<file path="config.mk">
export PLATFORM = sky130hd
export DESIGN_NAME = mem_bus_responder
export DESIGN_NICKNAME = d
export VERILOG_FILES = /design/src/rtl/mem_bus_responder.sv
export SDC_FILE = /design/constraint.sdc
export NUM_CORES = 1
export LEC_CHECK = 0
export CAP_MARGIN = 25
export CELL_PAD_IN_SITES_DETAIL_PLACEMENT = 1
export CELL_PAD_IN_SITES_GLOBAL_PLACEMENT = 2
export CORE_ASPECT_RATIO = 1.1
export CORE_MARGIN = 2
export CORE_UTILIZATION = 32
export DETAILED_ROUTE_END_ITERATION = 6
export GPL_ROUTABILITY_DRIVEN = 1
export GPL_TIMING_DRIVEN = 0
export PLACE_DENSITY = 0.85
export REMOVE_ABC_BUFFERS = 1
export SLEW_MARGIN = 20
export SYNTH_ARGS = -nofsm -noshare
export SYNTH_HDL_FRONTEND = slang
export SYNTH_SLANG_ARGS = --single-unit
</file>
<file path="constraint.sdc">
create_clock -name clk -period 4.9 [get_ports clk]
set_input_delay 1.47 -clock clk [delete_from_list [all_inputs] [get_ports clk]]
set_output_delay 1.47 -clock clk [all_outputs]
set_load 0.03 [all_outputs]
</file>
<file path="src/rtl/mem_bus_responder.sv">
// mem_bus_responder: memory-side responder for the 16-bit multicycle CPU.
// Decodes RAM vs I/O, applies RAM wait states and instruction write protection.
module mem_bus_responder #(
  parameter int               WIDTH       = 16,
  parameter logic [WIDTH-1:0] IO_BASE     = 16'hCFFD,
  parameter logic [WIDTH-1:0] PROT_TOP    = 16'h5FFF,
  parameter int               WAIT_CYCLES = 2
) (
  input  logic             clk,
  input  logic             reset,
  input  logic             req,
  input  logic             we,
  input  logic [WIDTH-1:0] addr,
  input  logic [WIDTH-1:0] wdata,
  output logic [WIDTH-1:0] rdata,
  output logic             ready,
  output logic             wp_err,
  output logic             ram_en,
  output logic             ram_we,
  output logic [WIDTH-1:0] ram_addr,
  output logic [WIDTH-1:0] ram_wdata,
  input  logic [WIDTH-1:0] ram_rdata,
  input  logic [WIDTH-1:0] io_in,
  output logic [WIDTH-1:0] io_out
);

  localparam logic [3:0] WAIT_LD =
    (WAIT_CYCLES > 0) ? 4'(WAIT_CYCLES - 1) : 4'd0;
  localparam logic [WIDTH-1:0] IO_IN_ADDR = IO_BASE + WIDTH'(1);

  typedef enum logic [2:0] {
    S_IDLE,
    S_WAIT,
    S_ACCESS,
    S_CAPTURE,
    S_DONE
  } state_t;

  state_t           r_state;
  state_t           w_next;
  logic             w_accept;
  logic             w_capture;
  logic             w_addr_io;
  logic             w_addr_prot;
  logic [3:0]       r_cnt;
  logic [WIDTH-1:0] r_addr;
  logic [WIDTH-1:0] r_wdata;
  logic             r_we;
  logic             r_io;
  logic             r_prot;
  logic [WIDTH-1:0] r_sync1;
  logic [WIDTH-1:0] r_sync2;
  logic [WIDTH-1:0] r_rdata;
  logic [WIDTH-1:0] r_io_out;

  assign w_addr_io   = (addr >= IO_BASE);
  assign w_addr_prot = (addr <= PROT_TOP);
  assign rdata       = r_rdata;
  assign io_out      = r_io_out;

  // State register; reset abandons any access in flight.
  always_ff @(posedge clk or negedge reset) begin
    if (!reset) r_state <= S_IDLE;
    else        r_state <= w_next;
  end

  // Next-state decode and per-state bus outputs.
  always_comb begin
    w_next    = r_state;
    w_accept  = 1'b0;
    w_capture = 1'b0;
    ready     = 1'b0;
    wp_err    = 1'b0;
    ram_en    = 1'b0;
    ram_we    = 1'b0;
    ram_addr  = '0;
    ram_wdata = '0;
    unique case (r_state)
      S_IDLE: begin
        if (req) begin
          w_accept = 1'b1;
          if (w_addr_io)            w_next = S_CAPTURE;
          else if (WAIT_CYCLES > 0) w_next = S_WAIT;
          else                      w_next = S_ACCESS;
        end
      end
      S_WAIT: begin
        if (r_cnt == 4'd0) w_next = S_ACCESS;
      end
      S_ACCESS: begin
        ram_en    = 1'b1;
        ram_we    = r_we & ~r_prot;
        ram_addr  = r_addr;
        ram_wdata = r_wdata;
        w_next    = S_CAPTURE;
      end
      S_CAPTURE: begin
        w_capture = 1'b1;
        w_next    = S_DONE;
      end
      S_DONE: begin
        ready  = 1'b1;
        wp_err = r_we & r_prot & ~r_io;
        w_next = S_IDLE;
      end
      default: w_next = S_IDLE;
    endcase
  end

  // Latch the request and its region decode on acceptance.
  always_ff @(posedge clk or negedge reset) begin
    if (!reset) begin
      r_addr  <= '0;
      r_wdata <= '0;
      r_we    <= 1'b0;
      r_io    <= 1'b0;
      r_prot  <= 1'b0;
    end else if (w_accept) begin
      r_addr  <= addr;
      r_wdata <= wdata;
      r_we    <= we;
      r_io    <= w_addr_io;
      r_prot  <= w_addr_prot;
    end
  end

  // Wait-state down-counter, loaded on acceptance.
  always_ff @(posedge clk or negedge reset) begin
    if (!reset) begin
      r_cnt <= 4'd0;
    end else if (w_accept) begin
      r_cnt <= WAIT_LD;
    end else if (r_state == S_WAIT && r_cnt != 4'd0) begin
      r_cnt <= r_cnt - 4'd1;
    end
  end

  // Two-flop synchronizer for the external input word.
  always_ff @(posedge clk or negedge reset) begin
    if (!reset) begin
      r_sync1 <= '0;
      r_sync2 <= '0;
    end else begin
      r_sync1 <= io_in;
      r_sync2 <= r_sync1;
    end
  end

  // Load data capture; stores leave the last load value in place.
  always_ff @(posedge clk or negedge reset) begin
    if (!reset) begin
      r_rdata <= '0;
    end else if (w_capture && !r_we) begin
      if (!r_io)                    r_rdata <= ram_rdata;
      else if (r_addr == IO_BASE)   r_rdata <= r_io_out;
      else if (r_addr == IO_IN_ADDR) r_rdata <= r_sync2;
      else                          r_rdata <= '0;
    end
  end

  // I/O output register, written only by stores to the base I/O address.
  always_ff @(posedge clk or negedge reset) begin
    if (!reset) begin
      r_io_out <= '0;
    end else if (w_capture && r_we && r_io && r_addr == IO_BASE) begin
      r_io_out <= r_wdata;
    end
  end

endmodule

</file>
==> After elaboration in Yosys (flattened, before gate mapping) <==
Index checks and enable logic that the tools add are counted.
{ "totals": {"reg_bits": 106, "out_inout_bits": 68, "elab_cells": 56} }
{ "op_classes": {"addsub": 1, "order_cmp": 2, "eq_ne": 8, "n_mux": 18, "bitwise": 5, "reduce_logical": 11} }
{ "ops": {"columns": ["op", "count"], "rows": [
  ["2-to-1 mux 16 bit", 5],
  ["== test 16 bit (second input constant)", 2],
  [">= comparator 16 bit (second input constant)", 1],
  ["less-or-equal comparator 16 x 15 -> 1 bit (second input constant)", 1],
  ["case mux 3 bit (4 select lines)", 1],
  ["2-to-1 mux 4 bit", 2],
  ["2-to-1 mux 1 bit", 7],
  ["== test 3 x 2 -> 1 bit (second input constant)", 2],
  ["2-to-1 mux 3 bit", 2],
  ["logical AND 1 bit", 5],
  ["logical NOT 4 bit", 1],
  ["!= test 2 bit (second input constant)", 2],
  ["nonzero test 4 bit", 1],
  ["subtractor 4 x 1 -> 4 bit (second input constant)", 1],
  ["AND 1 bit", 3],
  ["== test 3 x 1 -> 1 bit (second input constant)", 1],
  ["== test 3 bit (second input constant)", 1],
  ["logical NOT 3 bit", 1],
  ["2-to-1 mux 2 bit", 1],
  ["NOT 1 bit", 2],
  ["AND reduction 2 bit", 1],
  ["nonzero test 2 bit", 1],
  ["logical NOT 1 bit", 1]
]} }

==> Longest topological paths before layout <==
{ "depth": {"ltp_word": 5, "ltp_mapped": 6, "mapped_depth_nobuf": 6} }

==> Least setup slack after synthesis <==
Ideal clock, no wire load.
{ "synth_timing": {"kind": "register -> output", "start": "register r_state[0]", "end": "output port ram_addr[10]", "t_arrival_ps": 1652, "t_required_ps": 3430, "slack_ps": 1778, "path_stages_with_launch": 4, "path_buffers": 1, "cell_sequence": "dfrtp_1 > nor3b_1 > clkbuf_1 > and2_1"} }
{ "synth_between": {"elab_chain_cells": 2} }
{ "synth_lines": {"columns": ["item", "line", "source"], "rows": [
  ["start, declared", "39", "state_t r_state;"],
  ["start signal, assigned", "64", "else r_state <= w_next;"],
  ["== test 3 x 2 -> 1 bit", "78", "unique case (r_state)"],
  ["2-to-1 mux 16 bit", "78", null],
  ["end, declared", "20", "output logic [WIDTH-1:0] ram_addr,"]
]} }
Every way passes these cells.

==> Final worst setup path <==
{ "layout_timing": {"start": "register r_state[0]", "end": "output port ram_wdata[0]"} }
{ "layout_between": {"elab_chain_cells": 2} }
{ "layout_lines": {"columns": ["item", "line", "source"], "rows": [
  ["== test 3 x 2 -> 1 bit", "78", null],
  ["2-to-1 mux 16 bit", "78", null],
  ["end, declared", "21", "output logic [WIDTH-1:0] ram_wdata,"]
]} }
Every way passes these cells.

==> results.md <==
- The die covers between 10,000 and 15,000 um^2.
- For this run, asynchronously set or reset flops after synthesis account for between 90% and 100%.
- During synthesis, Yosys emitted a total of 0 warnings.
- Hold is met by 0.347 ns.
- The end point of the worst hold path is r_sync2[15]$_DFF_PN0_.
- In this run, the number of DRC markers left after iteration 0 of detailed routing was just over 100.
- The clock insertion delay at the later pin of the skew report is about 0.34 ns.
- The number of placement rows is 44.
- The flip-flop and latch count after synthesis is between 100 and 150.
- In this run the static leakage power is ~2.6 nW.
- Setup repair after global routing left no endpoint under its margin.
- In this run the number of H-tree levels came out at 3.
- The first global-routing pass estimated approximately 19,000 um of wire.
- The pre-antenna-repair detailed-routing pass consisted of 4 iterations.
- Derived from the worst setup path, the maximum achievable clock frequency is about 240 MHz.
- The count of nets left with antenna violations once routing finished came out at 0.
- In this run the register-to-register setup slack is between 2 and 2.5 ns.
- The power density normalized to cell area is 575 nW/um^2.
- The cell count after synthesis came out at 320.
- In this run, distinct cell masters in the synthesized netlist total 40.
- The total area inside the core boundary comes to ~13,000 um^2.
- The clock passes through at most 2 buffers.
- The endpoint identified for the worst register-to-register timing path is rdata[1]$_DFFE_PN0P_.
- The count of cells along the worst register-to-register path is 3.
- Entering global routing, the biggest net connects 60 pins.
- The most common cell in the synthesized netlist is sky130_fd_sc_hd__dfrtp_1.
- The type of destination of the critical path is a primary output.
- Sequential cells account for between 30 and 40% of the total power.
- The launch instance of the worst min-delay path is r_sync1[15]$_DFF_PN0_.
- The number of cells upsized or downsized after cts is 0.
- Once the floorplan was initialized, standard cells occupied approximately 33% of the core.
- Total power for the finished layout comes to between 3 and 4 mW.
- The share of power burned in combinational logic is between 40% and 50%.
- The die is about 110 um wide.
- The initial antenna violation count is 0.
- Summing all multi-input logic gate instances after layout gives between 1500 and 2000 um^2.
- The clock net in this run drives a total of about 110 sinks.
- The run finished with clean final reports.
- At the pin with the least slew margin, the transition time is between 0.7 and 0.8 ns.
- The min-delay analysis places its worst path in the category flop to flop.
- By area the synthesized netlist is led by sky130_fd_sc_hd__dfrtp_1, sky130_fd_sc_hd__mux2_2, sky130_fd_sc_hd__and2_1, sky130_fd_sc_hd__mux2_4, sky130_fd_sc_hd__a22oi_1.
- In this run the critical register-to-register path is launched from r_state[2]$_DFFE_PN0P_.
- Net switching is a little under two fifths of the power.
- The mean post-synth cell area is around 13 um^2.
- The detail-routed via count per cell is roughly 4.9.
- Setup violations remaining at the end of the flow were counted as 0.
- The final-layout fill cell count is approximately 1,300.
- The final period utilization is a little over four fifths.
- The final layout contains between 500 and 600 nets.
- The highest ir drop seen on vdd is 0.265 mV.
- The final period demand of the worst path is 4.13 ns.
- At the end of routability-driven placement, the weighted congestion stood at 0.799.
- The launching element type of the critical path is a flop.
- The quantity of hold-fixing buffers added after cts is 0.
- The final count of pins violating max slew is 0.
- TritonCTS built the clock tree.
- The internal power consumption is 2.24 mW.
- The DRC violation count after routing is 0.
- By count the netlist is led by sky130_fd_sc_hd__dfrtp_1, sky130_fd_sc_hd__mux2_2, sky130_fd_sc_hd__and2_1.
- The number of flops mapped to enable cells by yosys is 0.
- In this run the tightest slew margin relative to its limit is 47.8%.
- sky130_fd_sc_hd__dfrtp_1 takes more of the synthesized area than any other cell.
- The post-synthesis instance area is approximately 4300 um^2.
- The clock network power share is between 20% and 30%.
- The number of buffers inserted by post-CTS setup repair is 0.
- The critical path class is flop to primary output.
- The total congestion overflow after global routing is 0.
- The most used flip-flop cell after synthesis is sky130_fd_sc_hd__dfrtp_1.
- The area growth from synthesis to layout is 44.6%.
- The required time at the endpoint of the critical path is ~3.4 ns.
- The register cell area after layout is ~2700 um^2.
- During I/O placement, the number of pins put on the boundary was between 100 and 150.
- The depth of the worst hold-timing path is 0.
- The highest fanout seen on the critical path is 13.
- For the worst setup path, the data arrival time is ~2.7 ns.
- Summing over every cut layer, the via total after detailed routing is about 3,100.
- The cell sitting at the root of the clock tree is a sky130_fd_sc_hd__clkbuf_16.
- The total global-route track usage is around 17%.
- Clock-pin slew was measured on the worst setup and hold paths at approximately 0.070 ns.
- The number of buffers added on ports is between 100 and 150.
- The via count of the first global-routing pass is between 3,000 and 4,000.
- The estimated wirelength of the detail-placed design is about 8500 um.
- The final non-filler cell total is roughly 630.
- The sequential share of the synthesized area is 61.7%.
- The clock skew after layout is 0.0112 ns.
- The final number of hold-violating endpoints is 0.
- The routed wirelength normalized by instance count is about 19 um.
- In this run the power spent charging and discharging nets is ~1.3 mW.
- The share of layout cells above drive strength 1 is a little under a fifth.
- The die height is 126 um.
- The final layout contains routed wiring with a total length of 11,700 um.
- The max-capacitance violation count is 0.
- Including well taps, the total number of placed cells is around 610.
- Buffers inserted during clock tree synthesis total 9.
- In this run the biggest area consumer among cell types represents 61.7% of the synthesized area.
[cells in the final DEF, fill, tap and decap left out, types with 2 or more instances in the layout]
cell type,instances
sky130_fd_sc_hd__a21oi_1,3
sky130_fd_sc_hd__a22oi_1,16
sky130_fd_sc_hd__a31oi_1,16
sky130_fd_sc_hd__and2_1,33
sky130_fd_sc_hd__buf_2,4
sky130_fd_sc_hd__buf_4,4
sky130_fd_sc_hd__buf_6,3
sky130_fd_sc_hd__clkbuf_16,9
sky130_fd_sc_hd__clkdlybuf4s50_1,134
sky130_fd_sc_hd__clkinv_4,2
sky130_fd_sc_hd__dfrtp_1,106
sky130_fd_sc_hd__inv_1,2
sky130_fd_sc_hd__mux2_1,3
sky130_fd_sc_hd__mux2_2,37
sky130_fd_sc_hd__mux2_4,10
sky130_fd_sc_hd__nand2_1,4
sky130_fd_sc_hd__nand3_1,3
sky130_fd_sc_hd__nand4_1,6
sky130_fd_sc_hd__nor2_1,6
sky130_fd_sc_hd__nor2b_1,16
sky130_fd_sc_hd__nor2b_2,2
sky130_fd_sc_hd__o21ai_0,14
sky130_fd_sc_hd__o21ai_1,3
sky130_fd_sc_hd__o31ai_1,2
sky130_fd_sc_hd__xor2_1,2
[power groups by stage]
stage | sequential, mW | clock (mW) | combinational (mW)
floorplan | 1.38 | 0 | 0.793
global placement | 1.30 | 0 | 1.45
detailed placement | 1.33 | 0 | 1.54
CTS | 1.31 | 0.751 | 1.55
global route | 1.35 | 0.785 | 1.64
finish | 1.31 | 0.736 | 1.53
[logic make-up after synthesis]
group	share of synthesized area, %
flops	61.7
fa+ha+maj	0.291
buf+inv	2.07
simple gates	13.3
mux	14.0
compound gates	7.98
xor+xnor	0.612
[registers in the layout (all words and copies together) (netlist names)]
register	count
io_out	16
r_addr	16
r_cnt	4
r_io	1
r_prot	1
r_state	3
r_sync1	16
r_sync2	16
r_wdata	16
r_we	1
rdata	16
[worst max-delay path by stage]
stage | startpoint | endpoint | slack (ns) | cells after the start
2_1_floorplan | req | r_addr[0]$_DFFE_PN0P_ | -1.15 | 2
3_3_place_gp | req | r_addr[6]$_DFFE_PN0P_ | -4.68 | 3
3_5_place_dp | r_state[0]$_DFFE_PN0P_ | ram_wdata[5] | 1.13 | 4
4_1_cts | r_state[0]$_DFFE_PN0P_ | ram_wdata[5] | 0.74 | 4
5_1_grt | r_state[1]$_DFFE_PN0P_ | ram_wdata[1] | 0.60 | 4
6_report | r_state[0]$_DFFE_PN0P_ | ram_wdata[0] | 0.77 | 4
[per-stage QoR]
step                setup slack (ns)  util (%)  cell area, um^2  TNS, ns
floorplan                      -1.15         -             4220   -42.66
global placement               -4.68      43.9             5770  -381.54
detailed placement              1.13      44.9             5900        0
CTS                            0.743      47.2             6210        0
global route                   0.604      47.2             6210        0
finish                         0.769      47.2             6210        0
[per-layer routing]
| metal | part of all wire (%) | wire length, um | track usage, % |
|---|---|---|---|
| met1 | 43 | 4990 | 21.0 |
| met3 | 5.4 | 631 | 4.75 |
| met4 | 0.83 | 97 | 4.02 |
| met5 | 0 | 0 | 0 |
| met2 | 51 | 6020 | 29.3 |
[worst max-delay path: stages, from the launching register on]
cell,delay [ns]
sky130_fd_sc_hd__dfrtp_1,0.47
sky130_fd_sc_hd__nor3b_2,0.69
sky130_fd_sc_hd__buf_4,0.31
sky130_fd_sc_hd__and2_1,0.15
sky130_fd_sc_hd__clkdlybuf4s50_1,0.69
[final cells by class]
type	instances	area share, %
Antenna cell	1	0.0403
Clock buffer	11	3.91
Clock inverter	5	0.987
Inverter	3	0.181
Multi-Input combinational cell	194	25.3
Sequential cell	106	42.7
Tap cell	161	3.24
Timing Repair Buffer	147	23.6
(Power assumes the default switching activity.)
==> variant 1 (same flow settings) <==
`WIDTH`: 16 -> 20.
--- a/src/rtl/mem_bus_responder.sv
+++ b/src/rtl/mem_bus_responder.sv
@@ -1,7 +1,7 @@
 // mem_bus_responder: memory-side responder for the 16-bit multicycle CPU.
 // Decodes RAM vs I/O, applies RAM wait states and instruction write protection.
 module mem_bus_responder #(
-  parameter int               WIDTH       = 16,
+  parameter int               WIDTH       = 20,
   parameter logic [WIDTH-1:0] IO_BASE     = 16'hCFFD,
   parameter logic [WIDTH-1:0] PROT_TOP    = 16'h5FFF,
   parameter int               WAIT_CYCLES = 2
Ports: changed (8 resized); port bits go from 136 to 168. No check against the original RTL was run, so the function may have changed too.
==> variant 1 against the original RTL <==
  * Combinational power up 29%
  * Clock power rose by 98%
  * Critical path depth grew 1
  * Cell count rose by 32%
  * Largest power group unchanged
  * Cell area up 31%
  * Total power up 43%
  * Area after synthesis rose by 26%
  * Wire length up 44%
  * Global-route usage rose by 2.5 points
  * Synthesized cell count increased by 38%
  * Sequential cell count is 24 higher
  * Count of clock-buffer cells in the layout up 9
  * Worst setup slack worse by 200 ps
  * Critical path type unchanged
==> variant 1: results (changes against the original RTL) <==
Synth area leaders dfrtp_1 60%, mux2_2 8.5%, mux2_4 5.5%; crit path DAT 2860 ps (+200 ps); top post-synthesis cells by count 130 x dfrtp_1, 41 x and2_1, 41 x mux2_2; maximum resistive drop on vdd 0.284 mV (+7.3%); sequential area share after synthesis 59.9% (-1.9 points); Critical Path Fanout Max 16 (+3); final setup skew 9.79 ps (-1.44 ps); first-pass GRT wire length 26,800 um (+43%); diode count 0 (-1); Mapped Cells 441 (+38%); status complete, no violations; layout cells sized above 1 19.4% (+1.1 points); PortBufs 167 (+24%); post-synth top area share 59.9% (-1.9 points); H-tree levels 4 (+1); crit path from r_state[1]; drt wl/cell 20.4 um (+9.3%); post-DR vias/cell 5.12 (+4.1%); Routability Congestion 0.756 (-5.5%); gr usage total 19.5% (+2.5 points); vias in the first global route 4,848 (+40%); largest net degree at the start of global routing 93 (+55%); pre-CTS setup slack 997 ps (-129 ps); reg-to-reg startpoint r_addr[17]; Initial DRC Count 175 (+73%)
variant 1: cell count changes after synthesis, moves of 6 or more:
cell / before / now
a22oi_1: 16 / 0
nor2b_1: 18 / 2
clkbuf_1: 9 / 19
nand4_1: 6 / 27
and2_1: 33 / 41
nand2_1: 4 / 23
mux2_4: 10 / 20
o21ai_0: 14 / 20
nor2_1: 6 / 29
a21oi_1: 3 / 23
dfrtp_1: 106 / 130
variant 1: per-layer routing:
| metal | wire [um] | track usage, % | vias to the layer above |
|---|---|---|---|
| met5 | 0 | 0 | - |
| met4 | 199 | 6.13 | 0 |
| met2 | 8940 | 34.4 | 119 |
| met1 | 7080 | 23.6 | 2198 |
| met3 | 718 | 4.44 | 18 |
| li1 | - | - | 1909 |
variant 1: final timing paths:
check / slack (ps) / cells past startpoint / end
worst max-delay path: 570 / 5 / ram_wdata[19]
worst min-delay path: 350 / 0 / r_sync2[1]
worst max register to register: 2010 / 4 / io_out[6]
worst min register to register: 350 / 0 / r_sync2[1]
max in group asynchronous: 3190 / 2 / r_io
min in group asynchronous: 930 / 1 / rdata[5]
variant 1: metrics by stage:
stage | total power [mW] | instance area [um^2] | utilization (%) | hold slack (ps)
2_1_floorplan | 2.71 | 5300 | - | 331
3_5_place_dp | 3.66 | 7460 | 45.2 | 336
4_1_cts | 5.17 | 8140 | 49.4 | 349
5_1_grt | 5.37 | 8140 | 49.4 | 355
6_report | 5.11 | 8140 | 49.4 | 348
3_3_place_gp | 3.48 | 7220 | 43.8 | 332
variant 1: worst max-delay path: stages (launching register included):
cell and delay, ps:
dfrtp_1 520, nor3b_2 620, buf_6 240, buf_4 220
and2_1 160, clkdlybuf4s50_1 690
variant 1: cell families (layout without fill, tap and decap cells):
kind of cell	after synthesis	count (layout)	synth area share [%]
AOI/OAI and AO/OA	67	67	6.98
xor gates and xnor gates	3	3	0.484
adders and majority gates	1	1	0.230
buffers and inverters	32	216	2.79
DFF	130	130	59.9
muxes	61	61	14.0
and+or+nand+nor	147	147	15.7
variant 1: power by group:
| group | total [mW] | internal, mW | switching [mW] |
|---|---|---|---|
| sequential | 1.66 | 1.39 | 0.275 |
| clock | 1.46 | 0.985 | 0.477 |
| combinational | 1.98 | 0.900 | 1.08 |
variant 1: layout make-up:
cell class	instances	area [um^2]
Clock inverter	12	228
Fill cell	1665	8350
Multi-Input combinational cell	279	2090
Tap cell	204	255
Clock buffer	20	457
Timing Repair Buffer	181	1840
Sequential cell	130	3250
Inverter	3	11.3
==> variant 2 (config.mk and constraints unchanged) <==
Without the edit above. Encoding of `state_t`: now one-hot (5 bits for 5 states).
--- a/src/rtl/mem_bus_responder.sv
+++ b/src/rtl/mem_bus_responder.sv
@@ -28,12 +28,12 @@
     (WAIT_CYCLES > 0) ? 4'(WAIT_CYCLES - 1) : 4'd0;
   localparam logic [WIDTH-1:0] IO_IN_ADDR = IO_BASE + WIDTH'(1);
 
-  typedef enum logic [2:0] {
-    S_IDLE,
-    S_WAIT,
-    S_ACCESS,
-    S_CAPTURE,
-    S_DONE
+  typedef enum logic [4:0] {
+    S_IDLE    = 5'b00001,
+    S_WAIT    = 5'b00010,
+    S_ACCESS  = 5'b00100,
+    S_CAPTURE = 5'b01000,
+    S_DONE    = 5'b10000
   } state_t;
 
   state_t           r_state;
Function: no difference found for any inputs over 10 cycles, from zero or initial values and one cycle with reset low; not proved beyond that.
==> variant 2 against the original RTL <==
  * Hold slack worse by 1.5 ps
  * Cell area up 2.9%
  * Area after synthesis up 3.6%
  * Sequential cell count up 2
  * Fmax down 0.40%
  * Wire length up 9.4%
  * Worst setup slack worse by 16 ps
  * Cell count up 15%
  * Largest cell class unchanged
Power is not compared: it rests on default switching activity, and its combinational part moved more than twofold at a synthesized area within 25%.
==> variant 2: results (changes against the original RTL) <==
hold path startpoint r_sync1[0]; crit path to ram_we; Initial DRT Pass Iterations 6 (+2); cell area after synthesis 0.00445 mm^2 (+3.6%); first-pass GRT wire length 20,100 um (+7.4%); fmax 241 MHz (-0.40%); HPWL after DPL 8910 um (+4.2%); diode count 0 (-1); Initial DRC Count 189 (+87%); via count 3,465 (+12%); sequential cells 108 (+1.9%); slowest stage cell on the critical path clkdlybuf4s50_1; buffer share of cell area 22.9% (-0.77 points); synthesized flop and latch total 108 (+1.9%); Post-DP Area 0.00606 mm^2 (+2.7%); area occupied by multi-input gates 0.00165 mm^2 (+5.0%); Seq area share 42.3% (-0.42 points); crit path DAT 2680 ps (+20 ps); hold_ws 345 ps (-1.55 ps); Routability Congestion 0.752 (-5.9%); final std cells w/o fill 724 (+15%); Mapped Cells 401 (+25%); sequential area share after synthesis 60.7% (-1.0 points); final setup skew 11.4 ps (+0.198 ps); clock tree root driver cell clkbuf_16; Static Leak 2.88 nW; reg-to-reg startpoint r_io; crit path from r_state[1]; Reg2Reg Depth 4 (+1); Synth area leaders dfrtp_1 60%, nand2_1 8.7%, and2_1 4.5%; vias in the first global route 3,788 (+9.6%); pre-CTS setup slack 1100 ps (-28.3 ps); Worst slew margin 39.0% (-8.8 points); Critical Path Fanout Max 35 (+22); PortBufs 135 (unchanged); Worst setup EP type output port; top post-synthesis cells by count 107 x dfrtp_1, 103 x nand2_1, 36 x nor2_1; clk tree area frac 5.19% (+0.29 points); maximum resistive drop on vdd 0.242 mV; # fillers 1,498 (+12%); bufs w/o clock 142 (-3.4%); total wire length 12,800 um (+9.4%); crit-path max cell delay 670 ps (-20 ps); gr usage total 17.9% (+0.89 points); Clock Latency Late Sink 350 ps; Layout Nets 601 (+13%); R2R Setup Slk 2240 ps (-210 ps); status complete, no violations; delay-heaviest family, CP simple AND/OR/NAND/NOR gates; layout cells sized above 1 9.51% (-8.7 points); largest net degree at the start of global routing 63 (+5.0%); Multi-Input Combinational 267 (+38%); Placed Cells 708 (+16%)
-- variant 2: cell types whose count changed in the layout (fill, tap and decap cells not counted), sizes merged, moves of 16 or more --
cell / unedited run / this run
a211oi: 0 / 18
a22oi: 16 / 0
a31oi: 16 / 0
mux2: 50 / 16
nand2: 4 / 103
nor2: 6 / 36
nor2b: 18 / 0
-- variant 2: worst reg2reg max path, cell delays in order (launching register included) --
cell and delay, ps:
dfrtp_1 950, inv_1 140, or4b_1 940, a221oi_1 410, a211oi_1 80
-- variant 2: routing by layer --
metal / GRT usage [%] / part of all wire (%) / vias to the layer above
li1: - / - / 1611
met1: 22.0 / 42 / 1753
met2: 31.6 / 52 / 89
met3: 3.36 / 4.6 / 12
met4: 5.46 / 1.3 / 0
met5: 0 / 0 / -
-- variant 2: kinds of logic after synthesis --
logic type	share of synthesized area, %
AND/OR/NAND/NOR	23.2
adder cells (fa/ha/maj)	0.562
AO/OA/AOI/OAI	7.39
flip-flops	60.7
XOR/XNOR	0.787
multiplexers	4.89
buffers and inverters	2.47
